--- config.mk ---
export PLATFORM = sky130hd
export DESIGN_NAME = pwm_n_capture
export DESIGN_NICKNAME = d
export VERILOG_FILES = /design/src/rtl/pwm_n_capture.sv
export SDC_FILE = /design/constraint.sdc
export NUM_CORES = 1
export LEC_CHECK = 0
export BUFFER_PORTS_ARGS = -buffer_cell sky130_fd_sc_hd__buf_2
export CORE_UTILIZATION = 50
export DETAILED_ROUTE_END_ITERATION = 8
export PLACE_DENSITY = 0.73
export SLEW_MARGIN = 10
export SYNTH_ARGS = -nofsm -noshare
export SYNTH_HDL_FRONTEND = slang
export SYNTH_SLANG_ARGS = --single-unit
--- constraint.sdc ---
create_clock -name clk_i -period 1.7 [get_ports clk_i]
set_input_delay 0.34 -clock clk_i [delete_from_list [all_inputs] [get_ports clk_i]]
set_output_delay 0.34 -clock clk_i [all_outputs]
set_load 0.01 [all_outputs]
--- src/rtl/pwm_n_capture.sv ---
// pwm_n_capture: measures period and high time of an asynchronous PWM input and flags a stuck line.
// Optional `define PWM_CAP_GLITCH_FILTER_EN inserts a FILT-clock stability filter after the synchronizer.
module pwm_n_capture #(
   parameter int unsigned CNT_W   = 16,
   parameter int unsigned TIMEOUT = 1024,
   parameter int unsigned FILT    = 3
) (
   input  logic             clk_i,
   input  logic             resetn_i,
   input  logic             pwm_i,
   output logic [CNT_W-1:0] period_o,
   output logic [CNT_W-1:0] high_o,
   output logic             valid_o,
   output logic             stuck_o,
   output logic             level_o
);

   typedef enum logic [1:0] {IDLE, MEAS, STUCK} state_t;

   state_t           state;
   logic             sync1, sync2, s, s_d;
   logic             rise, timeout;
   logic [CNT_W-1:0] per_cnt, hi_cnt;

   always_ff @(posedge clk_i or negedge resetn_i) begin
      if (!resetn_i) begin
         sync1 <= 1'b0;
         sync2 <= 1'b0;
      end else begin
         sync1 <= pwm_i;
         sync2 <= sync1;
      end
   end

`ifdef PWM_CAP_GLITCH_FILTER_EN
   localparam int unsigned FW = (FILT > 1) ? $clog2(FILT) : 1;
   logic [FW-1:0] filt_cnt;

   // s follows sync2 only after FILT consecutive clocks at the new level
   always_ff @(posedge clk_i or negedge resetn_i) begin
      if (!resetn_i) begin
         s        <= 1'b0;
         filt_cnt <= '0;
      end else if (sync2 == s) begin
         filt_cnt <= '0;
      end else if (filt_cnt == FW'(FILT - 1)) begin
         s        <= sync2;
         filt_cnt <= '0;
      end else begin
         filt_cnt <= filt_cnt + 1'b1;
      end
   end
`else
   assign s = sync2;
`endif

   always_ff @(posedge clk_i or negedge resetn_i) begin
      if (!resetn_i) s_d <= 1'b0;
      else           s_d <= s;
   end

   assign rise    = s & ~s_d;
   assign timeout = (per_cnt >= CNT_W'(TIMEOUT));

   // Saturating counters; frozen while stuck so the timeout is not re-declared
   always_ff @(posedge clk_i or negedge resetn_i) begin
      if (!resetn_i) begin
         per_cnt <= '0;
         hi_cnt  <= '0;
      end else if (rise) begin
         per_cnt <= CNT_W'(1);
         hi_cnt  <= CNT_W'(1);
      end else if (state != STUCK) begin
         if (per_cnt != '1)
            per_cnt <= per_cnt + CNT_W'(1);
         if (s && (hi_cnt != '1))
            hi_cnt <= hi_cnt + CNT_W'(1);
      end
   end

   always_ff @(posedge clk_i or negedge resetn_i) begin
      if (!resetn_i) begin
         state    <= IDLE;
         period_o <= '0;
         high_o   <= '0;
         valid_o  <= 1'b0;
         stuck_o  <= 1'b0;
         level_o  <= 1'b0;
      end else begin
         valid_o <= 1'b0;
         case (state)
            IDLE, MEAS: begin
               if (rise) begin
                  state <= MEAS;
                  // the period that ends here only counts if its start edge was measured
                  if (state == MEAS) begin
                     period_o <= per_cnt;
                     high_o   <= hi_cnt;
                     stuck_o  <= 1'b0;
                     valid_o  <= 1'b1;
                  end
               end else if (timeout) begin
                  state    <= STUCK;
                  period_o <= '0;
                  high_o   <= '0;
                  stuck_o  <= 1'b1;
                  level_o  <= s;
                  valid_o  <= 1'b1;
               end
            end
            STUCK: begin
               if (rise)
                  state <= MEAS;
            end
            default: state <= IDLE;
         endcase
      end
   end

endmodule

==> results of run 1 <==
==> cell usage in the layout (no fill, tap or decap), types with 7 or more instances in the layout <==
| master | synthesis | routed |
|---|---|---|
| a21oi_1 | 15 | 15 |
| buf_12 | 0 | 7 |
| buf_2 | 3 | 37 |
| buf_4 | 1 | 51 |
| clkbuf_8 | 0 | 9 |
| dfrtp_1 | 72 | 69 |
| inv_1 | 10 | 10 |
| nand2_1 | 78 | 62 |
| nand2_2 | 0 | 11 |
| nand3_1 | 13 | 7 |
| nor2_1 | 19 | 17 |
| o21ai_0 | 48 | 16 |
| o21ai_1 | 1 | 11 |
| o21ai_2 | 1 | 21 |
| o31ai_1 | 14 | 10 |
| xnor2_1 | 7 | 7 |
==> stage by stage <==
stage / setup WS, ns / hold slack, ns / utilization, % / cell area, um^2
final: -0.144 / 0.0807 / 76.3 / 4960
after global routing: -0.194 / 0.0628 / 76.3 / 4960
after CTS: -0.0703 / 0.0649 / 69.1 / 4490
after detailed placement: -0.0820 / 0.319 / 62.9 / 4090
after global placement: -0.0276 / 0.312 / 62.9 / 4090
after floorplan: -0.0421 / 0.0444 / - / 3490
==> report_power, final <==
part           total [uW]  switching, uW  internal, uW
Clock                1550            716           834
Sequential           1940            129          1810
Combinational         760            401           358
Total                4250           1250          3000
==> routing by layer <==
metal  vias up  wire length [um]  GRT usage (%)
li1       1490                 -              -
met1      1617              4440           37.0
met2       213              5340           42.7
met3        28               778           5.45
met4         0               224           11.6
met5         -                 0              0
==> kinds of logic (layout without fill, tap and decap cells) <==
group | Yosys count | after routing | synth area share, %
AOI/OAI and AO/OA | 100 | 100 | 18.2
DFF | 72 | 72 | 52.1
adders and majority gates | 3 | 3 | 1.09
and+or+nand+nor | 152 | 152 | 21.8
xor gates and xnor gates | 8 | 8 | 2.03
buffers and inverters | 29 | 132 | 4.74
==> repair_timing <==
| item | in CTS | in global routing |
|---|---|---|
| buffers inserted | 4 | 9 |
| gates cloned | 3 | 3 |
| resized for setup | 13 | 85 |
| setup endpoints to repair | 42 | 61 |
| pin swaps | 2 | 40 |
| hold buffers | 1 | 0 |
| hold endpoints to repair | 16 | 0 |
==> flip-flops by register name, indices dropped and copies added, names as in the netlist <==
| register | count |
|---|---|
| hi_cnt | 16 |
| high_o | 16 |
| level_o | 1 |
| per_cnt | 16 |
| period_o | 16 |
| s | 1 |
| s_d | 1 |
| state | 2 |
| stuck_o | 1 |
| sync1 | 1 |
| valid_o | 1 |
==> final timing paths <==
path / from / endpoint / slack, ns / depth (start not counted)
hold / removal: pwm_i / sync1 / 0.08 / 1
setup reg to reg: per_cnt[10] / period_o[14] / -0.14 / 6
min in group asynchronous: resetn_i / valid_o / 0.47 / 2
setup / recovery: per_cnt[10] / period_o[14] / -0.14 / 6
hold reg to reg: sync1 / s / 0.35 / 0
max in group asynchronous: resetn_i / per_cnt[11] / 0.68 / 3
==> area by class of cell <==
cell class / instances / area (um^2) / area share, %
clock inverters: 6 / 92.6 / 1.87
flip-flops and latches: 72 / 1810 / 36.4
well taps: 77 / 96.3 / 1.94
multi-input cells: 263 / 1880 / 37.9
clock buffers: 10 / 128 / 2.57
repair buffers: 106 / 921 / 18.6
inverters: 10 / 37.5 / 0.757
==> impl_results.md, run 1 <==
* Outcome: finished, violations left
* Violated checks: setup timing
* WP data required at 1.95 ns
* Die X at 85.2 um
* Std-Cell Rows at 29
* Worst min path class: input port to flop
* Top cell type's share of synthesized area at 52.1%
* CORE AREA at 6490 um^2
* Unrepaired setup endpoints after global routing: true
* Hold Fails Final Rpt at 0
* Total Die Area at 7250 um^2
* Max frequency at 0.542 GHz
* Die H at 85.2 um
* Wire per inst at 19.8 um
* Clock root buffer: clkbuf_8
* Drt via density at 6.15
* Area leader, netlist: dfrtp_1
* Post-synth net total at 370
* Clock tree sinks at 72
* Worst-path clk slew at 0.09 ns
* WP buf/inv at 2
* Yosys Warn Count at 0
* Total congestion overflow at 0
* Global placer's final weighted congestion at 0.869
* Final number of setup-violating endpoints at 40
* Initial Utilization at 53.2%
* Max Clock Skew at 0.0126 ns
* Post-Layout Cell Count at 544
* CP arrival at 2.10 ns
* Vias in the first global route at 2931
* Cell total after placement at 511
* Maximum vdd drop at 493 uV
* Num ports at 38
* CTS H-tree depth at 3
* Synth Area per Inst at 9.50 um^2
* First DRT Iteration DRCs at 376
* Final min period at 1.84 ns
* Largest cells by area after synthesis: dfrtp_1 52%, nand2_1 8.5%, o21ai_0 6.9%
* Max cap viols at 0
* Drt pass-1 iters at 5
* PortBufs at 37
* Ys flop type: dfrtp_1
* Max Fanout on Critical Path at 8
* Top cell family by delay on the critical path: simple AND/OR/NAND/NOR gates
* Synthesized area at 3460 um^2
* PnR worst setup slack at -0.144 ns
* Setup TNS at -3.82 ns
* Total power at 4250 uW
* Critical Path Max Stage Delay at 0.56 ns
* Largest net degree at the start of global routing at 45
* ANT nets after route at 0
* Fillcell total at 382
* Final period utilization at 108%
* Num CTS Buffers at 9
* Crit-path slowest cell: or4_4
* Clock Path Buffers at 2
* EDFF count, synth at 0
* Worst-Margin Slew at 0.510 ns
* Global-route wire length before repair at 14900 um
* # nets final at 468
* Gate Count Post-Synth at 364
* Critical path, cell by cell: or4_4 -> nor3_4 -> a211o_4 -> buf_12 -> clkbuf_16 -> o31ai_1
* Area Growth Syn to Fin at 43.4%
* Clk_lat worst skew at 0.37 ns
* Antenna violations before repair at 0
* Critical path class: flop to flop
* DRC violations left at 0
* Gr usage total at 27.2%
* TritonCTS clock tree: yes
* DPL Wire Length at 5710 um
* Top-count cell post-synth: nand2_1
* Share of layout cells above drive strength 1 at 43.5%
* Post-synth ARST share at 100%
* Vias after detailed routing at 3348
* Count of cell types in the netlist at 48
* Lkg Pwr at 0.00223 uW
* Register bit total from synthesis at 72
* Slew headroom at 66.0%
* Antenna diodes at 0
* Power density over the cells at 857 nW/um^2
* Final wirelength at 10800 um
* Sequential area share after synthesis at 52.1%
* Max-slew violations at 0
* Synth cell count leaders: 78 x nand2_1, 72 x dfrtp_1, 48 x o21ai_0
* Startpoint Class: flop
* Crit end category: flop
Note: power is estimated with default switching activity, not from simulation.
==> inputs of run 2 (changes only) <==
--- a/config.mk
+++ b/config.mk
@@ -6,9 +6,9 @@
 export NUM_CORES = 1
 export LEC_CHECK = 0
 export BUFFER_PORTS_ARGS = -buffer_cell sky130_fd_sc_hd__buf_2
-export CORE_UTILIZATION = 50
+export CORE_UTILIZATION = 35
 export DETAILED_ROUTE_END_ITERATION = 8
-export PLACE_DENSITY = 0.73
+export PLACE_DENSITY = 0.55
 export SLEW_MARGIN = 10
 export SYNTH_ARGS = -nofsm -noshare
 export SYNTH_HDL_FRONTEND = slang
==> run 2 against run 1 <==
Compared with the run above: wire length decreased by 13%; final cell count is 9.9% higher; highest routed layer unchanged; hold slack got worse by 0.093 ns; via count down 8.7%; the flow finishes with violations (hold timing, setup timing); non-clock buffer count grew 3.
==> impl_results.md, run 2 (synthesis gave the netlist of run 1 again) <==
* Setup TNS at -1.83 ns
* First DRT Iteration DRCs at 155
* Seq pwr share at 46.0%
* ANT nets after route at 0
* Antenna violations before repair at 0
* Worst-path clk slew at 0.08 ns
* Clk_lat worst skew at 0.35 ns
* Vias in the first global route at 2971
* # nets final at 471
* Vias after detailed routing at 3058
* Final number of setup-violating endpoints at 29
* DRC violations left at 0
* Initial Utilization at 36.7%
* Final min period at 1.78 ns
* Share of layout cells above drive strength 1 at 35.2%
* RR Startpoint: per_cnt[10]
* Area Growth Syn to Fin at 38.6%
* Register Area at 1800 um^2
* Worst min path class: input port to async pin
* Met2 Use GR at 28.8%
* Max frequency at 0.562 GHz
* Clock tree sinks at 72
* Gr usage total at 19.5%
* R2r setup slk at -0.08 ns
* Clock root buffer: clkbuf_8
* Crit-path slowest cell: or4_4
* Int Power at 3030 uW
* Slew headroom at 73.3%
* WP data required at 1.98 ns
* CORE AREA at 9420 um^2
* Top cell family by delay on the critical path: simple AND/OR/NAND/NOR gates
* CP arrival at 2.06 ns
* Critical Path Max Stage Delay at 0.56 ns
* Critical path class: flop to flop
* Std-Cell Rows at 35
* Num ports at 38
* Max-slew violations at 0
* Post-Layout Cell Count at 598
* Lkg Pwr at 0.00218 uW
* Worst flop-to-flop path endpoint: period_o[4]
* Comb pwr share at 15.7%
* Hold Fails Final Rpt at 6
* Most frequent cells in the layout: 76 x nand2_1, 72 x dfrtp_1, 61 x buf_4
* Final period utilization at 105%
* R2R depth at 7
* Maximum vdd drop at 369 uV
* Drt via density at 5.11
* Unrepaired setup endpoints after global routing: true
* Area of the multi-input gates at 1690 um^2
* Outcome: finished, violations left
* Max Fanout on Critical Path at 7
* Antenna diodes at 0
* Crit end category: flop
* GR Layer Usage met3 at 3.24%
* Most common cell after layout, fill and taps aside: nand2_1
* Power density over the cells at 867 nW/um^2
* Met1 GRT Util at 28.8%
* TritonCTS clock tree: yes
* CTS H-tree depth at 3
* Final wirelength at 9360 um
* Wire per inst at 15.6 um
* WP buf/inv at 2
* Switching pwr at 1130 uW
* Hold WS at -0.0118 ns
* Global placer's final weighted congestion at 0.809
* PortBufs at 37
* Total Die Area at 10300 um^2
* PnR worst setup slack at -0.0795 ns
* Cell total after placement at 572
* Clk pwr share at 38.3%
* Fillcell total at 890
* Violated checks: hold timing, setup timing
* Global-route wire length before repair at 15200 um
* GRT busiest layer: met1
* Startpoint Class: flop
* Die H at 101 um
* Die X at 101 um
* Dpl ws at -0.0651 ns
* Switch share at 27.2%
* Total congestion overflow at 0
* Clock Path Buffers at 2
* Drt pass-1 iters at 4
* Worst-Margin Slew at 0.401 ns
* Largest net degree at the start of global routing at 73
* Num CTS Buffers at 9
* Critical path, cell by cell: or4_4 -> nor3_4 -> a211o_4 -> buf_4 -> clkbuf_16 -> nand2_1 -> o21ai_1
* DPL Wire Length at 5920 um
* Max cap viols at 0
* Max Clock Skew at 0.00991 ns
==> run 2: area by class of cell <==
type                            instances  share of cell area, %
Sequential cell                        72                   37.6
Multi-Input combinational cell        263                   35.3
Timing Repair Buffer                  109                   18.2
Tap cell                              129                   3.37
Clock buffer                           11                   3.16
Clock inverter                          4                   1.59
Inverter                               10                  0.783
==> run 2: worst max-delay path by stage <==
stage	start	to	slack, ns	cells past startpoint
after floorplan	hi_cnt[1]	hi_cnt[14]	-0.04	7
after CTS	per_cnt[10]	period_o[14]	-0.08	7
after global placement	hi_cnt[1]	hi_cnt[14]	-0.03	6
after detailed placement	per_cnt[10]	high_o[9]	-0.07	5
final	per_cnt[10]	period_o[4]	-0.08	7
after global routing	per_cnt[10]	period_o[2]	-0.18	7
==> run 2: layer usage <==
layer / vias to the layer above / part of all wire [%]
met5: - / 0
li1: 1493 / -
met1: 1490 / 50
met2: 66 / 45
met4: 0 / 0.98
met3: 9 / 3.9
==> run 2: stage by stage <==
stage	util (%)	instance area [um^2]	hold WS (ns)	total power [uW]
finish	50.9	4790	-0.0118	4150
CTS	48.6	4580	0.00971	4090
global placement	44.7	4210	0.337	2450
global route	50.9	4790	0.0328	4340
detailed placement	44.7	4210	0.336	2460
floorplan	-	3490	0.0444	2200
==> run 2: repair_timing <==
item,CTS,global route
endpoints found under the setup margin,34,57
hold buffers,0,0
resized for setup,11,31
setup buffers,4,4
gates cloned,3,2
pin swaps,3,20
==> run 2: power groups by stage <==
stage	sequential [uW]	clock [uW]	combinational (uW)
after global placement	1930	0	521
after CTS	1900	1620	575
after floorplan	1950	0	252
final	1910	1590	652
after global routing	1930	1680	726
after detailed placement	1930	0	530
